[src/rtl/mux_scan_pkg.sv]
// Shared mode codes and FSM encoding for the scanning N:1 mux.
package mux_scan_pkg;

  localparam logic [1:0] MODE_MAN  = 2'd0;
  localparam logic [1:0] MODE_SCAN = 2'd1;
  localparam logic [1:0] MODE_HOLD = 2'd2;

  typedef enum logic {
    ST_IDLE = 1'b0,
    ST_SCAN = 1'b1
  } state_t;

endpackage

[src/rtl/mux_next_en.sv]
// Round-robin finder: first enabled channel strictly above cur, wrapping.
// With cur = CH-1 the result is the lowest enabled channel.
module mux_next_en
  import mux_scan_pkg::*;
#(
  parameter int CH    = 4,
  parameter int SEL_W = 2
) (
  input  logic [CH-1:0]    ch_en,
  input  logic [SEL_W-1:0] cur,
  output logic [SEL_W-1:0] next,
  output logic             wrap,
  output logic             none
);

  logic             found;
  logic [SEL_W-1:0] idx;

  // Offset CH lands back on cur itself, so a lone enabled channel finds itself.
  always_comb begin
    next  = cur;
    found = 1'b0;
    idx   = '0;
    for (int off = 1; off <= CH; off++) begin
      idx = SEL_W'((int'(cur) + off) % CH);
      if (!found && ch_en[idx]) begin
        next  = idx;
        found = 1'b1;
      end
    end
  end

  assign none = ~|ch_en;
  assign wrap = found && (next <= cur);

endmodule

[src/rtl/mux_nto1_scan.sv]
// N:1 registered mux with manual select, round-robin auto-scan with dwell,
// and freeze. busy is a direct decode of the FSM state.
module mux_nto1_scan
  import mux_scan_pkg::*;
#(
  parameter int WIDTH   = 8,
  parameter int CH      = 4,
  parameter int SEL_W   = 2,
  parameter int DWELL_W = 8
) (
  input  logic                  clk,
  input  logic                  rst_n,
  input  logic [1:0]            mode,
  input  logic [SEL_W-1:0]      sel_in,
  input  logic [CH-1:0]         ch_en,
  input  logic [DWELL_W-1:0]    dwell,
  input  logic                  start,
  input  logic [CH*WIDTH-1:0]   din,
  output logic [WIDTH-1:0]      dout,
  output logic                  dout_valid,
  output logic [SEL_W-1:0]      cur_sel,
  output logic                  busy,
  output logic                  scan_wrap
);

  localparam logic [SEL_W-1:0] LAST_CH = SEL_W'(CH - 1);
  localparam logic [SEL_W:0]   CH_L    = (SEL_W + 1)'(CH);

  state_t               state, state_d;
  logic [DWELL_W-1:0]   dwell_cnt, cnt_d;
  logic [WIDTH-1:0]     dout_d;
  logic                 valid_d;
  logic [SEL_W-1:0]     sel_d;
  logic                 wrap_d;

  logic [WIDTH-1:0]     ch_data [CH];
  logic [WIDTH-1:0]     man_dout;
  logic                 man_valid;
  logic [SEL_W-1:0]     find_cur;
  logic [SEL_W-1:0]     find_next;
  logic                 find_wrap;
  logic                 find_none;

  always_comb begin
    for (int k = 0; k < CH; k++) begin
      ch_data[k] = din[k*WIDTH +: WIDTH];
    end
  end

  // Out-of-range manual selects produce a zero, invalid output.
  always_comb begin
    man_valid = ({1'b0, sel_in} < CH_L);
    man_dout  = man_valid ? ch_data[sel_in] : '0;
  end

  // One finder serves both searches: lowest-enabled from IDLE, next-enabled in SCAN.
  assign find_cur = (state == ST_IDLE) ? LAST_CH : cur_sel;

  mux_next_en #(
    .CH    (CH),
    .SEL_W (SEL_W)
  ) u_next_en (
    .ch_en (ch_en),
    .cur   (find_cur),
    .next  (find_next),
    .wrap  (find_wrap),
    .none  (find_none)
  );

  always_comb begin
    state_d = state;
    cnt_d   = dwell_cnt;
    dout_d  = dout;
    valid_d = dout_valid;
    sel_d   = cur_sel;
    wrap_d  = 1'b0;
    case (state)
      ST_IDLE: begin
        if (mode == MODE_MAN) begin
          sel_d   = sel_in;
          dout_d  = man_dout;
          valid_d = man_valid;
        end else if (mode == MODE_SCAN && start) begin
          state_d = ST_SCAN;
          cnt_d   = '0;
          sel_d   = find_none ? cur_sel : find_next;
        end
      end
      ST_SCAN: begin
        if (mode == MODE_MAN) begin
          state_d = ST_IDLE;
          cnt_d   = '0;
          sel_d   = sel_in;
          dout_d  = man_dout;
          valid_d = man_valid;
        end else if (mode == MODE_SCAN) begin
          if (find_none) begin
            valid_d = 1'b0;
            cnt_d   = '0;
          end else begin
            dout_d  = ch_data[cur_sel];
            valid_d = ch_en[cur_sel];
            // >= covers dwell being lowered below the running count.
            if (!ch_en[cur_sel] || dwell_cnt >= dwell) begin
              sel_d  = find_next;
              cnt_d  = '0;
              wrap_d = find_wrap;
            end else begin
              cnt_d = dwell_cnt + DWELL_W'(1);
            end
          end
        end
      end
      default: state_d = ST_IDLE;
    endcase
  end

  always_ff @(posedge clk) begin
    if (!rst_n) begin
      state      <= ST_IDLE;
      dwell_cnt  <= '0;
      dout       <= '0;
      dout_valid <= 1'b0;
      cur_sel    <= '0;
      scan_wrap  <= 1'b0;
    end else begin
      state      <= state_d;
      dwell_cnt  <= cnt_d;
      dout       <= dout_d;
      dout_valid <= valid_d;
      cur_sel    <= sel_d;
      scan_wrap  <= wrap_d;
    end
  end

  assign busy = (state == ST_SCAN);

endmodule
[config.mk]
export PLATFORM = sky130hd
export DESIGN_NAME = mux_nto1_scan
export DESIGN_NICKNAME = d
export VERILOG_FILES = /design/src/rtl/mux_scan_pkg.sv /design/src/rtl/mux_next_en.sv /design/src/rtl/mux_nto1_scan.sv
export SDC_FILE = /design/constraint.sdc
export NUM_CORES = 1
export LEC_CHECK = 0
export BUFFER_PORTS_ARGS = -buffer_cell sky130_fd_sc_hd__buf_2
export CAP_MARGIN = 0
export CORE_MARGIN = 2
export CORE_UTILIZATION = 51
export DETAILED_ROUTE_END_ITERATION = 12
export PLACE_DENSITY = 0.91
export RECOVER_POWER = 100
export REMOVE_ABC_BUFFERS = 1
export SYNTH_ARGS = -nofsm -noshare
export SYNTH_HDL_FRONTEND = slang
export SYNTH_SLANG_ARGS = --single-unit
export TNS_END_PERCENT = 100
[constraint.sdc]
create_clock -name clk -period 2.5 [get_ports clk]
set_input_delay 0.375 -clock clk [delete_from_list [all_inputs] [get_ports clk]]
set_output_delay 0.375 -clock clk [all_outputs]
set_load 0.01 [all_outputs]
* Word-level counts from Yosys, hierarchy flattened
Index checks and enable logic that the tools add are counted.
** Word-level totals
- Input bits :: 51
- Logic and storage cells :: 107
- Output and inout port bits :: 13
- Register bits :: 21
** Operators by class
- Magnitude comparators :: 9
- Bitwise operators :: 7
- Add/sub/neg operators :: 5
- Mux-type cells :: 54
- Reductions and logical operators :: 17
- Eq/ne operators :: 9
** Operators by type and width (count)
- 8-bit 2-to-1 mux :: 14
- 8-bit binary-select mux with 2-bit select :: 2
- 8-bit one-hot mux with 2 select lines :: 2
- 2-bit 2-to-1 mux :: 12
- 1-bit 2-to-1 mux :: 16
- 2-bit by 3-bit < comparator with 1-bit output (second input constant) :: 5
- 3-bit by 1-bit != test with 1-bit output (second input constant) :: 5
- 1-bit binary-select mux with 2-bit select :: 5
- 8-bit by 1-bit adder with 8-bit output (second input constant) :: 1
- 8-bit >= comparator :: 1
- 3-bit >= comparator (second input constant) :: 2
- 2-bit inverter with 3-bit output :: 2
- 3-bit AND reduction :: 2
- 6-bit OR reduction :: 1
- 1-bit logical AND :: 5
- 1-bit inverter :: 5
- 5-bit AND reduction :: 1
- 2-bit by 1-bit adder with 2-bit output (second input constant) :: 2
- 2-bit adder (second input constant) :: 2
- 1-bit zero test :: 4
- 2-bit by 1-bit != test with 1-bit output (second input constant) :: 2
- 1-bit one-hot mux with 2 select lines :: 2
- 2-bit one-hot mux with 2 select lines :: 1
- 4-bit OR reduction :: 1
- other kinds (6) :: 6

* Depth between registers and ports, before layout
Gate-level depths: netlist of the first run.
- Word-level depth :: 19
- Gate-level depth with buffers :: 11
- Mapped depth without buffers :: 10

* By module
Synthesis of the first run repeated with hierarchy kept, for this count alone.
** Second synthesis, totals
- Cells, all modules :: 192
- Area total of the unflattened synthesis :: 1823.0 um2
** Modules (own cells, without submodules)
- mux_nto1_scan :: sequential area each 420.4 um2, instances 1, cells an instance 170, area each 1691.6 um2
- mux_next_en :: sequential area each 0.0 um2, instances 1, cells an instance 22, area each 131.4 um2

* Worst setup path before layout of the first run
Ideal clock, no wire load.
- Path type :: flip-flop to flip-flop
- From :: reg cur_sel[0]
- To :: reg scan_wrap
- Period minus slack after synthesis :: 2.104 ns
- Data arrival time :: 2.012 ns
- Path buffers :: 2
- Required time :: 2.408 ns
- Path slack :: 0.396 ns
- Library setup time :: 0.092 ns
- Stages on the path, launching flop included :: 11
- Cells stage by stage :: dfxtp_1 -> buf_2 -> buf_2 -> o31ai_1 -> a211oi_1 -> xor2_1 -> ha_1 -> inv_1 -> a21oi_1 -> a21oi_1 -> nor4_1
** On the way
- Longest elaborated chain between the ends :: 16
- Elaborated cells between the ends (all ways) :: 35
- Those cells by class :: add/sub (4); order compare (1); mux (19); bitwise (1); reduce/logical (10)
** Ends and longest elaborated chain
- start, declared :: RTL line mux_nto1_scan.sv:21 : output logic [SEL_W-1:0] cur_sel,
- start signal, assigned :: RTL line mux_nto1_scan.sv:131 : cur_sel <= sel_d;
- 2-bit 2-to-1 mux :: RTL line mux_nto1_scan.sv:57 : assign find_cur = (state == ST_IDLE) ? LAST_CH : cur_sel;
- 2-bit by 1-bit adder with 2-bit output :: RTL line mux_next_en.sv:25 : idx = SEL_W'((int'(cur) + off) % CH);
- 1-bit binary-select mux with 2-bit select :: RTL line mux_next_en.sv:26 : if (!found && ch_en[idx]) begin
- 1-bit 2-to-1 mux (implied by the code) :: RTL line mux_next_en.sv:26
- 1-bit 2-to-1 mux :: RTL line mux_next_en.sv:26
- 1-bit zero test :: RTL line mux_next_en.sv:26
- 1-bit logical AND :: RTL line mux_next_en.sv:26
- 1-bit 2-to-1 mux :: RTL line mux_next_en.sv:26
- 1-bit zero test :: RTL line mux_next_en.sv:26
- 1-bit logical AND :: RTL line mux_next_en.sv:26
- 1-bit 2-to-1 mux :: RTL line mux_next_en.sv:26
- 1-bit zero test :: RTL line mux_next_en.sv:26
- 1-bit logical AND :: RTL line mux_next_en.sv:26
- 2-bit 2-to-1 mux :: RTL line mux_next_en.sv:26
- 2-bit <= comparator :: RTL line mux_next_en.sv:34 : assign wrap = found && (next <= cur);
- 1-bit logical AND :: RTL line mux_next_en.sv:34
- end signal, assigned :: RTL line mux_nto1_scan.sv:132 : scan_wrap <= wrap_d;
- end, declared :: RTL line mux_nto1_scan.sv:23 : output logic scan_wrap
Several ways; a longest one is shown, not always the timed one. The select of a mux whose other input is x is not followed.
A chain may end at the register's enable or synchronous reset.

* Final worst setup path of the first run
- From :: reg cur_sel[1]
- To :: reg scan_wrap
The elaborated chain is that of the path after synthesis.

==> results of run 1 <==
## cells by family after synthesis
kind of cell / after synthesis
mux: 20
flops: 21
simple gates: 71
buf+inv: 32
xor+xnor: 8
fa+ha+maj: 11
compound gates: 44
## registers in the layout (all words and copies together), names as in the netlist
name,flops
dout,8
dwell_cnt,8
cur_sel,2
busy,1
dout_valid,1
scan_wrap,1
## critical path: cells and delay by family, from the launching register on
family,cells,cell delay [ns]
compound gates,5,0.86
fa+ha+maj,1,0.29
buf+inv,2,0.40
flops,1,0.52
simple gates,1,0.15
## what timing repair did
item	in CTS	in global routing
endpoints found under the setup margin	0	1
setup buffers	0	0
gates resized for setup	0	2
## routing by layer
metal  routed length [µm]  vias to the layer above  track usage  part of all wire
li1                     -                      898            -                 -
met1                 1793                      867       0.2638              0.39
met2                 2446                       68       0.4337              0.54
met3                  278                        4      0.02911             0.061
met4                   23                        0      0.06771            0.0051
met5                    0                        -            0                 0
## worst paths after layout
check / depth (start not counted) / slack (ns) / end
max reg2reg: 9 / 0.18 / scan_wrap
max: 9 / 0.18 / scan_wrap
min reg2reg: 1 / 0.50 / dout[2]
min: 3 / 0.39 / scan_wrap
## area by class of cell
cell class	instances	area (µm²)
clock buffers	4	45.04
fillers	342	1351
inverters	18	67.56
multi-input cells	154	1343
flip-flops and latches	21	420.4
well taps	48	60.06
repair buffers	69	346.6
## cell usage in the layout (no fill, tap or decap), types with 3 or more instances in the layout
cell	count
a21oi_1	9
and3_1	4
and3b_1	3
buf_2	52
buf_4	4
clkbuf_1	13
clkbuf_8	3
dfxtp_1	21
ha_1	11
inv_1	17
mux2i_1	3
mux4_2	17
nand2_1	15
nand2b_1	3
nand3_1	19
nand4_1	3
nor2_1	12
nor2b_1	3
o211a_1	8
o21ai_0	6
xor2_1	7
## through the flow
stage               hold slack, ns    util  setup slack, ns  total power [mW]  cell area [µm²]
global route                0.3961  0.6281         0.006090            0.9555             2282
global placement            0.4802  0.6247           0.2313            0.6797             2270
finish                      0.3918  0.6281           0.1847            0.8979             2282
floorplan                   0.4830       -          0.02617            0.5674             1849
detailed placement          0.4811  0.6247           0.2163            0.6897             2270
CTS                         0.3914  0.6371           0.1766            0.9151             2315
## power breakdown
group / internal [mW] / switching (mW)
combinational: 0.154 / 0.151
sequential: 0.352 / 0.0170
clock: 0.113 / 0.111
total: 0.619 / 0.279
## cells in the mapped netlist (all sizes together) (2+ instances only)
cell type / instances / area, µm²
a211oi: 2 / 15.01
a21oi: 9 / 45.04
a22oi: 2 / 15.01
a32oi: 2 / 17.52
and3: 4 / 25.02
and3b: 3 / 26.28
buf: 7 / 38.79
clkbuf: 7 / 26.28
dfxtp: 21 / 420.4
ha: 11 / 137.6
inv: 18 / 67.56
mux2i: 3 / 30.03
mux4: 17 / 382.9
nand2: 15 / 56.30
nand2b: 3 / 18.77
nand3: 19 / 95.09
nand4: 3 / 18.77
nor2: 12 / 45.04
nor2b: 4 / 25.02
nor4: 3 / 25.02
o211a: 8 / 80.08
o21ai: 8 / 43.79
o31ai: 2 / 20.02
xor2: 7 / 61.31
==> impl_metrics.py, run 1 <==
metrics = {
    "status": {
        "status": "completed",
    },
    "sta": {
        "rsz0062_at_grt": "false",
        "final_max_slew_viol_count": 0,
        "finalSetupViolations": 0,
        "slew_headroom": 0.2489,
        "fin_skew_ns": 0.001421,
        "fin_crit_sh": 0.9261,
        "period_needed_ns": 2.315,
        "fmax_mhz": 431.9,
        "tightest_slew_ns": 1.127,
        "hold_viol": 0,
        "fin_setup_tns_ns": 0,
    },
    "route": {
        "wl_um": 4542,
        "viasPerCell": 5.850,
        "drt_iter0_markers": 61,
        "ant_nets": 0,
        "drcViolationCount": 0,
        "num_vias": 1837,
        "firstDrtPassIters": 4,
        "wl_per_cell_um": 14.46,
    },
    "global_route": {
        "grt_pass1_wl_um": 7686,
        "grt_max_degree": 17,
        "grtUsageTotal": 0.2278,
        "overflow": 0,
        "antenna_found_initial": 0,
        "first_global_vias": 1837,
    },
    "logic_synthesis": {
        "synthCells": 207,
        "synth-compound-area-share": 0.1935,
        "synth_fa_ha_area_frac": 0.07190,
        "synth_seq_cells": 21,
        "synth_top_family_by_area": "multiplexers",
        "synth.avg_cell_area_um2": 9.248,
        "netlist_area_um2": 1914,
        "yosysWarnings": 0,
        "synthXorXnorAreaFrac": 0.03660,
        "synth.distinct_cells": 48,
        "postSynth.asyncResetShare": 0,
        "dominantRegCellSynth": "dfxtp_1",
        "synth-simple-area-share": 0.1935,
        "synth.yosys.seq_area_share": 0.2196,
        "synth_edf_count": 0,
        "synthMuxAreaShare": 0.2157,
    },
    "critical_path": {
        "cp.required_ns": 2.67,
        "critPathLaunch": "cur_sel[1]",
        "slowest_delay_ns": 0.52,
        "path_class": "reg -> reg",
        "start_kind": "flip-flop",
        "critical_path.max_fanout": 8,
        "cp_slowest_cell": "dfxtp_1",
        "cpMostUsedCell": "a21oi_1",
        "crit_chain": "clkbuf_1 -> inv_1 -> o31ai_1 -> a21oi_1 -> a32oi_1 -> ha_1 -> a21oi_1 -> a21oi_1 -> nor4_1",
        "cp-end-kind": "flip-flop",
        "reg2reg_from": "cur_sel[1]",
        "crit_arrival_ns": 2.49,
    },
    "floorplan": {
        "fp.dieW_um": 65.27,
        "dieArea_um2": 4260,
        "die_h_um": 65.27,
        "ios": 64,
        "coreArea_um2": 3633,
        "start_util": 0.5269,
        "rows": 22,
    },
    "pwr": {
        "vdd_drop_max_v": 0.0001835,
        "p_per_area_nw_per_um2": 393.4,
        "p_leak_nw": 1.065,
    },
    "placement": {
        "dp_cells": 310,
        "portBuffers": 63,
        "dp.final_hpwl_um": 3574,
        "place.gp.congestion": 0.8377,
    },
    "layout": {
        "areaGrowthSynthToFinish_pct": 19.22,
        "layout.nets": 329,
        "n_antenna_cell": 0,
        "fin_cells": 314,
        "drive_gt1_frac": 0.3271,
    },
    "clock_network": {
        "cts_made_buffers": 3,
        "clkLatencyLatePin_ns": 0.26,
        "path_clk_slew_ns": 0.08,
        "cts_tree": "built",
        "cts_root_buffer": "clkbuf_8",
        "clkSinkCount": 21,
        "htree_levels": 1,
        "holdBufCountCts": 0,
        "clockBufferDepth": 2,
    },
    "worst_hold_path": {
        "worstHoldStart": "mode[0]",
        "hold_path_class": "in -> reg",
    },
    "flow_run": {
        "maxCapViolations": 0,
    },
}
Note: power is estimated with default switching activity, not from simulation.
==> run 2, diff against run 1 <==
--- a/config.mk
+++ b/config.mk
@@ -5,15 +5,18 @@
 export SDC_FILE = /design/constraint.sdc
 export NUM_CORES = 1
 export LEC_CHECK = 0
+export ABC_CLOCK_PERIOD_IN_PS = 2500
 export BUFFER_PORTS_ARGS = -buffer_cell sky130_fd_sc_hd__buf_2
 export CAP_MARGIN = 0
+export CORE_ASPECT_RATIO = 1.25
 export CORE_MARGIN = 2
-export CORE_UTILIZATION = 51
+export CORE_UTILIZATION = 50
 export DETAILED_ROUTE_END_ITERATION = 12
-export PLACE_DENSITY = 0.91
+export PLACE_DENSITY = 0.9
 export RECOVER_POWER = 100
 export REMOVE_ABC_BUFFERS = 1
 export SYNTH_ARGS = -nofsm -noshare
 export SYNTH_HDL_FRONTEND = slang
+export SYNTH_HIERARCHICAL = 1
 export SYNTH_SLANG_ARGS = --single-unit
 export TNS_END_PERCENT = 100
==> run 2 against run 1 <==
Net effect: routed wire length down 4.8%; design area down 5.8%; critical path depth down 3; clock power down 2%; highest routed layer unchanged.
==> impl_metrics.py, run 2 <==
metrics = {
    "layout": {
        "final_util": 0.6175,
        "top_regs": "dout x8, dwell_cnt x8, cur_sel x2",
        "multi_input_area_um2": 1254,
        "drive_gt1_frac": 0.3108,
        "layout.nets": 314,
        "ff_latch_area_um2": 420.4,
        "nFillCells": 316,
        "final_cell_mix": "buf_2 (51), dfxtp_1 (21), mux4_2 (17), nor2_1 (15)",
        "final_area_um2": 2151,
        "fin_cells": 290,
        "mostFrequentLayoutCell": "buf_2",
        "n_antenna_cell": 0,
        "areaGrowthSynthToFinish_pct": 17.98,
    },
    "floorplan": {
        "start_util": 0.5233,
        "fp.dieW_um": 58.01,
        "ios": 64,
        "coreArea_um2": 3483,
        "die_h_um": 71.51,
        "rows": 24,
        "dieArea_um2": 4148,
    },
    "clock_network": {
        "cts_setup_buffers": 0,
        "holdBufCountCts": 0,
        "clkLatencyLatePin_ns": 0.26,
        "cts_made_buffers": 3,
        "cts_root_buffer": "clkbuf_8",
        "clkSinkCount": 21,
        "clockBufferDepth": 2,
        "ctsResizeCount": 0,
        "path_clk_slew_ns": 0.08,
        "htree_levels": 1,
        "cts_tree": "built",
    },
    "sta": {
        "period_needed_ns": 2.283,
        "rsz0062_at_grt": "false",
        "fin_skew_ns": 0.01061,
        "fmax_mhz": 438.1,
        "fin_crit_sh": 0.9131,
        "final_max_slew_viol_count": 0,
        "finalSetupViolations": 0,
        "worst_slack_ns": 0.2174,
        "hold_viol": 0,
        "tightest_slew_ns": 1.026,
        "slew_headroom": 0.3162,
        "fin_setup_tns_ns": 0,
        "worst_hold_slack_ns": 0.4620,
    },
    "worst_hold_path": {
        "hold_path_class": "in -> reg",
        "hold_path_depth": 3,
    },
    "critical_path": {
        "rrSetupSlack_ns": 0.22,
        "r2r_cells": 6,
        "cp-end-kind": "flip-flop",
        "crit_arrival_ns": 2.47,
        "crit_chain": "clkbuf_1 -> mux4_2 -> o211ai_1 -> a21oi_2 -> o41ai_2 -> mux2i_1",
        "path_class": "reg -> reg",
        "start_kind": "flip-flop",
        "critical_path.max_fanout": 11,
        "cp.required_ns": 2.68,
        "cp_slowest_cell": "clkbuf_1",
        "slowest_delay_ns": 0.50,
    },
    "logic_synthesis": {
        "netlist_area_um2": 1823,
        "synthCells": 192,
        "synth_seq_cells": 21,
        "synth.avg_cell_area_um2": 9.495,
        "synth.distinct_cells": 38,
        "synth_top_area_cell": "dfxtp_1",
        "dominantRegCellSynth": "dfxtp_1",
        "synth_area_leaders": "dfxtp_1 (23%), mux4_2 (21%), ha_1 (7.5%)",
        "synth.yosys.seq_area_share": 0.2306,
        "yosys.area.top_type_share": 0.2306,
        "synth_edf_count": 0,
        "yosysWarnings": 6,
        "synthTopCellsByCount": "dfxtp_1 (21), mux4_2 (17), nor2_1 (15)",
        "postSynth.asyncResetShare": 0,
        "yosysMostFrequentCell": "dfxtp_1",
    },
    "pwr": {
        "swShare": 0.2998,
        "vdd_drop_max_v": 0.0002641,
        "p_seq_frac": 0.418,
        "internal_power_uw": 604.6,
        "power_uw": 863.5,
        "netSwitchingPower_uw": 258.8,
        "p_leak_nw": 0.9986,
        "pwr-share-comb": 0.328,
        "p_per_area_nw_per_um2": 401.5,
        "p_clk_frac": 0.255,
    },
    "global_route": {
        "grt_max_degree": 17,
        "overflow": 0,
        "grt_pass1_wl_um": 6775,
        "antenna_found_initial": 0,
        "first_global_vias": 1665,
        "grtUsageTotal": 0.2082,
    },
    "status": {
        "status": "completed",
    },
    "route": {
        "drcViolationCount": 0,
        "drt_iter0_markers": 79,
        "firstDrtPassIters": 4,
        "wl_per_cell_um": 14.92,
        "num_vias": 1764,
        "ant_nets": 0,
        "viasPerCell": 6.083,
        "wl_um": 4326,
    },
    "placement": {
        "dp.final_hpwl_um": 3467,
        "portBuffers": 63,
        "dp_cells": 286,
        "post-place-ws_ns": 0.3981,
        "place.gp.congestion": 0.7886,
        "placed_area_um2": 2160,
    },
    "flow_run": {
        "maxCapViolations": 0,
    },
}
==> run 2: metal layers <==
layer	track usage	routed length (µm)
met1	0.2208	1647
met4	0.08527	81
met2	0.4003	2418
met5	0	0
met3	0.02888	178
==> run 2: cell families (layout without fill, tap and decap cells) <==
kind of cell | Yosys count | count (layout) | synth area share
buf+inv | 27 | 86 | 0.06245
fa+ha+maj | 11 | 11 | 0.07550
flops | 21 | 21 | 0.2306
simple gates | 58 | 58 | 0.1723
mux | 28 | 28 | 0.2704
compound gates | 45 | 45 | 0.1791
xor+xnor | 2 | 2 | 0.009611
==> run 2: worst paths after layout <==
kind | start | end
worst max-delay path | cur_sel[1] | cur_sel[0]
worst min-delay path | start | busy
worst max register to register | cur_sel[1] | cur_sel[0]
worst min register to register | dout[6] | dout[6]
==> run 2: worst max-delay path, delay by kind of cell, from the launching register on <==
family	cells	cell delay [ns]
muxes	2	0.71
buffers and inverters	1	0.50
DFF	1	0.34
AOI/OAI and AO/OA	3	0.65
==> run 2: area by class of cell <==
cell class,count,share of cell area
timing repair buffer,67,0.1518
multi-input combinational,144,0.5829
sequential,21,0.1955
tap,39,0.02269
inverter,15,0.02618
clock buffer,4,0.02094
==> run 2: power groups by stage <==
stage               sequential [mW]  combinational (mW)  clock [mW]
floorplan                     0.385               0.165           0
global placement              0.368               0.285           0
detailed placement            0.368               0.296           0
CTS                           0.360               0.297       0.224
global route                  0.362               0.312       0.235
finish                        0.361               0.283       0.220
==> run 3, diff against run 2 <==
--- a/config.mk
+++ b/config.mk
@@ -5,12 +5,14 @@
 export SDC_FILE = /design/constraint.sdc
 export NUM_CORES = 1
 export LEC_CHECK = 0
+export ABC_AREA = 1
 export ABC_CLOCK_PERIOD_IN_PS = 2500
 export BUFFER_PORTS_ARGS = -buffer_cell sky130_fd_sc_hd__buf_2
 export CAP_MARGIN = 0
 export CORE_ASPECT_RATIO = 1.25
 export CORE_MARGIN = 2
-export CORE_UTILIZATION = 50
+export CORE_UTILIZATION = 52
+export CTS_CLUSTER_SIZE = 12
 export DETAILED_ROUTE_END_ITERATION = 12
 export PLACE_DENSITY = 0.9
 export RECOVER_POWER = 100
==> run 3 against run 2 <==
Net effect: first-iteration DRC count grew to 2.9 times the previous value; largest cell class unchanged; design area increased by 16%; count of clock-buffer cells in the layout is 1 lower; largest power group is now combinational logic; critical path depth is 3 higher; clock power about the same; critical path type unchanged; worst hold slack got worse by 0.067 ns; routed wire length up 28%; non-clock buffer count up 1.
==> impl_metrics.py, run 3 <==
metrics = {
    "critical_path": {
        "critical_path.top_delay_family": "simple AND/OR/NAND/NOR gates",
        "cp_slowest_cell": "nor2_1",
        "crit_arrival_ns": 2.55,
        "slowest_delay_ns": 0.68,
        "rrSetupSlack_ns": 0.16,
        "critical_path.max_fanout": 11,
        "cp.required_ns": 2.71,
        "crit_chain": "buf_4 -> inv_1 -> nor2_1 -> inv_1 -> nor2_4 -> nand3_2 -> nand2_2 -> nand2_4 -> nor2_2",
        "cpMostUsedCell": "inv_1",
        "cp-end-kind": "flip-flop",
        "start_kind": "flip-flop",
        "cp.buffers_inverters": 3,
        "path_class": "reg -> reg",
    },
    "floorplan": {
        "start_util": 0.5335,
        "ios": 64,
        "coreArea_um2": 4001,
        "die_h_um": 75.63,
        "dieArea_um2": 4637,
        "fp.dieW_um": 61.31,
        "rows": 26,
    },
    "global_route": {
        "grt_max_degree": 21,
        "grtUsageTotal": 0.2401,
        "first_global_vias": 2137,
        "overflow": 0,
        "grt_pass1_wl_um": 8769,
        "antenna_found_initial": 0,
    },
    "placement": {
        "portBuffers": 63,
        "place.gp.congestion": 0.8213,
        "dp.final_hpwl_um": 4306,
        "placed_area_um2": 2477,
    },
    "pwr": {
        "power_uw": 982.3,
        "p_per_area_nw_per_um2": 393.3,
        "p_leak_nw": 1.301,
        "vdd_drop_max_v": 0.0003758,
    },
    "clock_network": {
        "cts_root_buffer": "clkbuf_8",
        "clkSinkCount": 21,
        "clockBufferDepth": 2,
        "clkLatencyLatePin_ns": 0.26,
        "cts_tree": "built",
        "holdBufCountCts": 0,
        "htree_levels": 1,
        "path_clk_slew_ns": 0.08,
        "cts_made_buffers": 3,
    },
    "logic_synthesis": {
        "synthTopCellsByCount": "nand2_1 (117), nand3_1 (68), inv_1 (33)",
        "synth_edf_count": 0,
        "yosys.area.top_type_share": 0.2057,
        "netlist_area_um2": 2135,
        "synth_seq_cells": 21,
        "synth_top_area_cell": "nand2_1",
        "postSynth.asyncResetShare": 0,
        "synth.yosys.seq_area_share": 0.1970,
        "synth_area_leaders": "nand2_1 (21%), dfxtp_1 (20%), nand3_1 (16%)",
        "synth.distinct_cells": 32,
        "dominantRegCellSynth": "dfxtp_1",
        "synthCells": 355,
        "synth.avg_cell_area_um2": 6.013,
        "yosysMostFrequentCell": "nand2_1",
        "yosysWarnings": 6,
    },
    "flow_run": {
        "maxCapViolations": 0,
    },
    "layout": {
        "final_area_um2": 2497,
        "top_regs": "dout x8, dwell_cnt x8, cur_sel x2",
        "n_antenna_cell": 0,
        "areaGrowthSynthToFinish_pct": 17.00,
        "mostFrequentLayoutCell": "nand2_1",
        "final_cell_mix": "nand2_1 (116), nand3_1 (68), buf_2 (53), inv_1 (35), dfxtp_1 (21)",
        "drive_gt1_frac": 0.2313,
        "layout.nets": 478,
    },
    "route": {
        "drcViolationCount": 0,
        "wl_um": 5537,
        "firstDrtPassIters": 4,
        "drt_iter0_markers": 229,
        "viasPerCell": 5.166,
        "ant_nets": 0,
        "wl_per_cell_um": 11.76,
        "num_vias": 2433,
    },
    "sta": {
        "fin_setup_tns_ns": 0,
        "rsz0062_at_grt": "false",
        "finalSetupViolations": 0,
        "worst_hold_slack_ns": 0.3952,
        "fin_skew_ns": 0.006183,
        "slew_headroom": 0.1632,
        "period_needed_ns": 2.341,
        "fmax_mhz": 427.2,
        "hold_viol": 0,
        "tightest_slew_ns": 1.247,
        "fin_crit_sh": 0.9363,
        "final_max_slew_viol_count": 0,
    },
    "worst_hold_path": {
        "hold_path_class": "in -> reg",
    },
    "status": {
        "status": "completed",
    },
}
-- run 3: stage by stage --
stage,cells,utilization,setup slack (ns)
after CTS,471,0.6307,0.09820
after floorplan,343,-,-0.2053
final,471,0.6241,0.1591
after global placement,467,0.6191,0.2799
after detailed placement,467,0.6191,0.1250
after global routing,471,0.6241,0.02952
-- run 3: worst reg2reg max path, stage by stage, from the launching register on --
cell and delay, ns:
dfxtp_1 0.38, buf_4 0.15, inv_1 0.05, nor2_1 0.68, inv_1 0.42, nor2_4 0.23
nand3_2 0.09, nand2_2 0.08, nand2_4 0.08, nor2_2 0.12
-- run 3: path summary, 6_finish.rpt --
kind                       end  startpoint  cells past startpoint
setup / recovery  dwell_cnt[7]        busy                      9
hold / removal            busy       start                      3
setup reg to reg  dwell_cnt[7]        busy                      9
hold reg to reg        dout[6]     dout[6]                      2
-- run 3: cell type report --
cell class | instances | area, µm²
sequential | 21 | 420.4
clock inverter | 1 | 5.005
inverter | 44 | 172.7
tap | 56 | 70.07
multi-input combinational | 278 | 1455
clock buffer | 3 | 41.29
timing repair buffer | 68 | 332.8
fill | 404 | 1504
-- run 3: power by group --
part | total [mW] | switching [mW] | internal, mW | leakage (nW)
Sequential | 0.367 | 0.0129 | 0.354 | 0.172
Combinational | 0.394 | 0.246 | 0.148 | 1.10
Clock | 0.221 | 0.110 | 0.111 | 0.0255
Total | 0.982 | 0.369 | 0.613 | 1.30
-- run 3: kinds of logic (layout without fill, tap and decap cells) --
kind of cell    Yosys count  in the layout  share of synthesized area
compound gates           26             26                    0.08206
xor+xnor                  7              7                    0.02872
fa+ha+maj                11             11                    0.06448
buf+inv                  56            116                     0.1184
flops                    21             21                     0.1970
mux                       1              1                   0.005275
simple gates            233            233                     0.5041
-- run 3: what timing repair did --
action | 4_1_cts | 5_1_grt
setup endpoints to repair | 0 | 1
resized for setup | 0 | 4
buffers inserted | 0 | 0
-- run 3: routing by layer --
metal | GRT usage | vias up | share of wire
met1 | 0.3054 | 1077 | 0.42
met3 | 0.02886 | 9 | 0.052
li1 | - | 1261 | -
met5 | 0 | - | 0
met4 | 0.07729 | 0 | 0.012
met2 | 0.4161 | 86 | 0.52
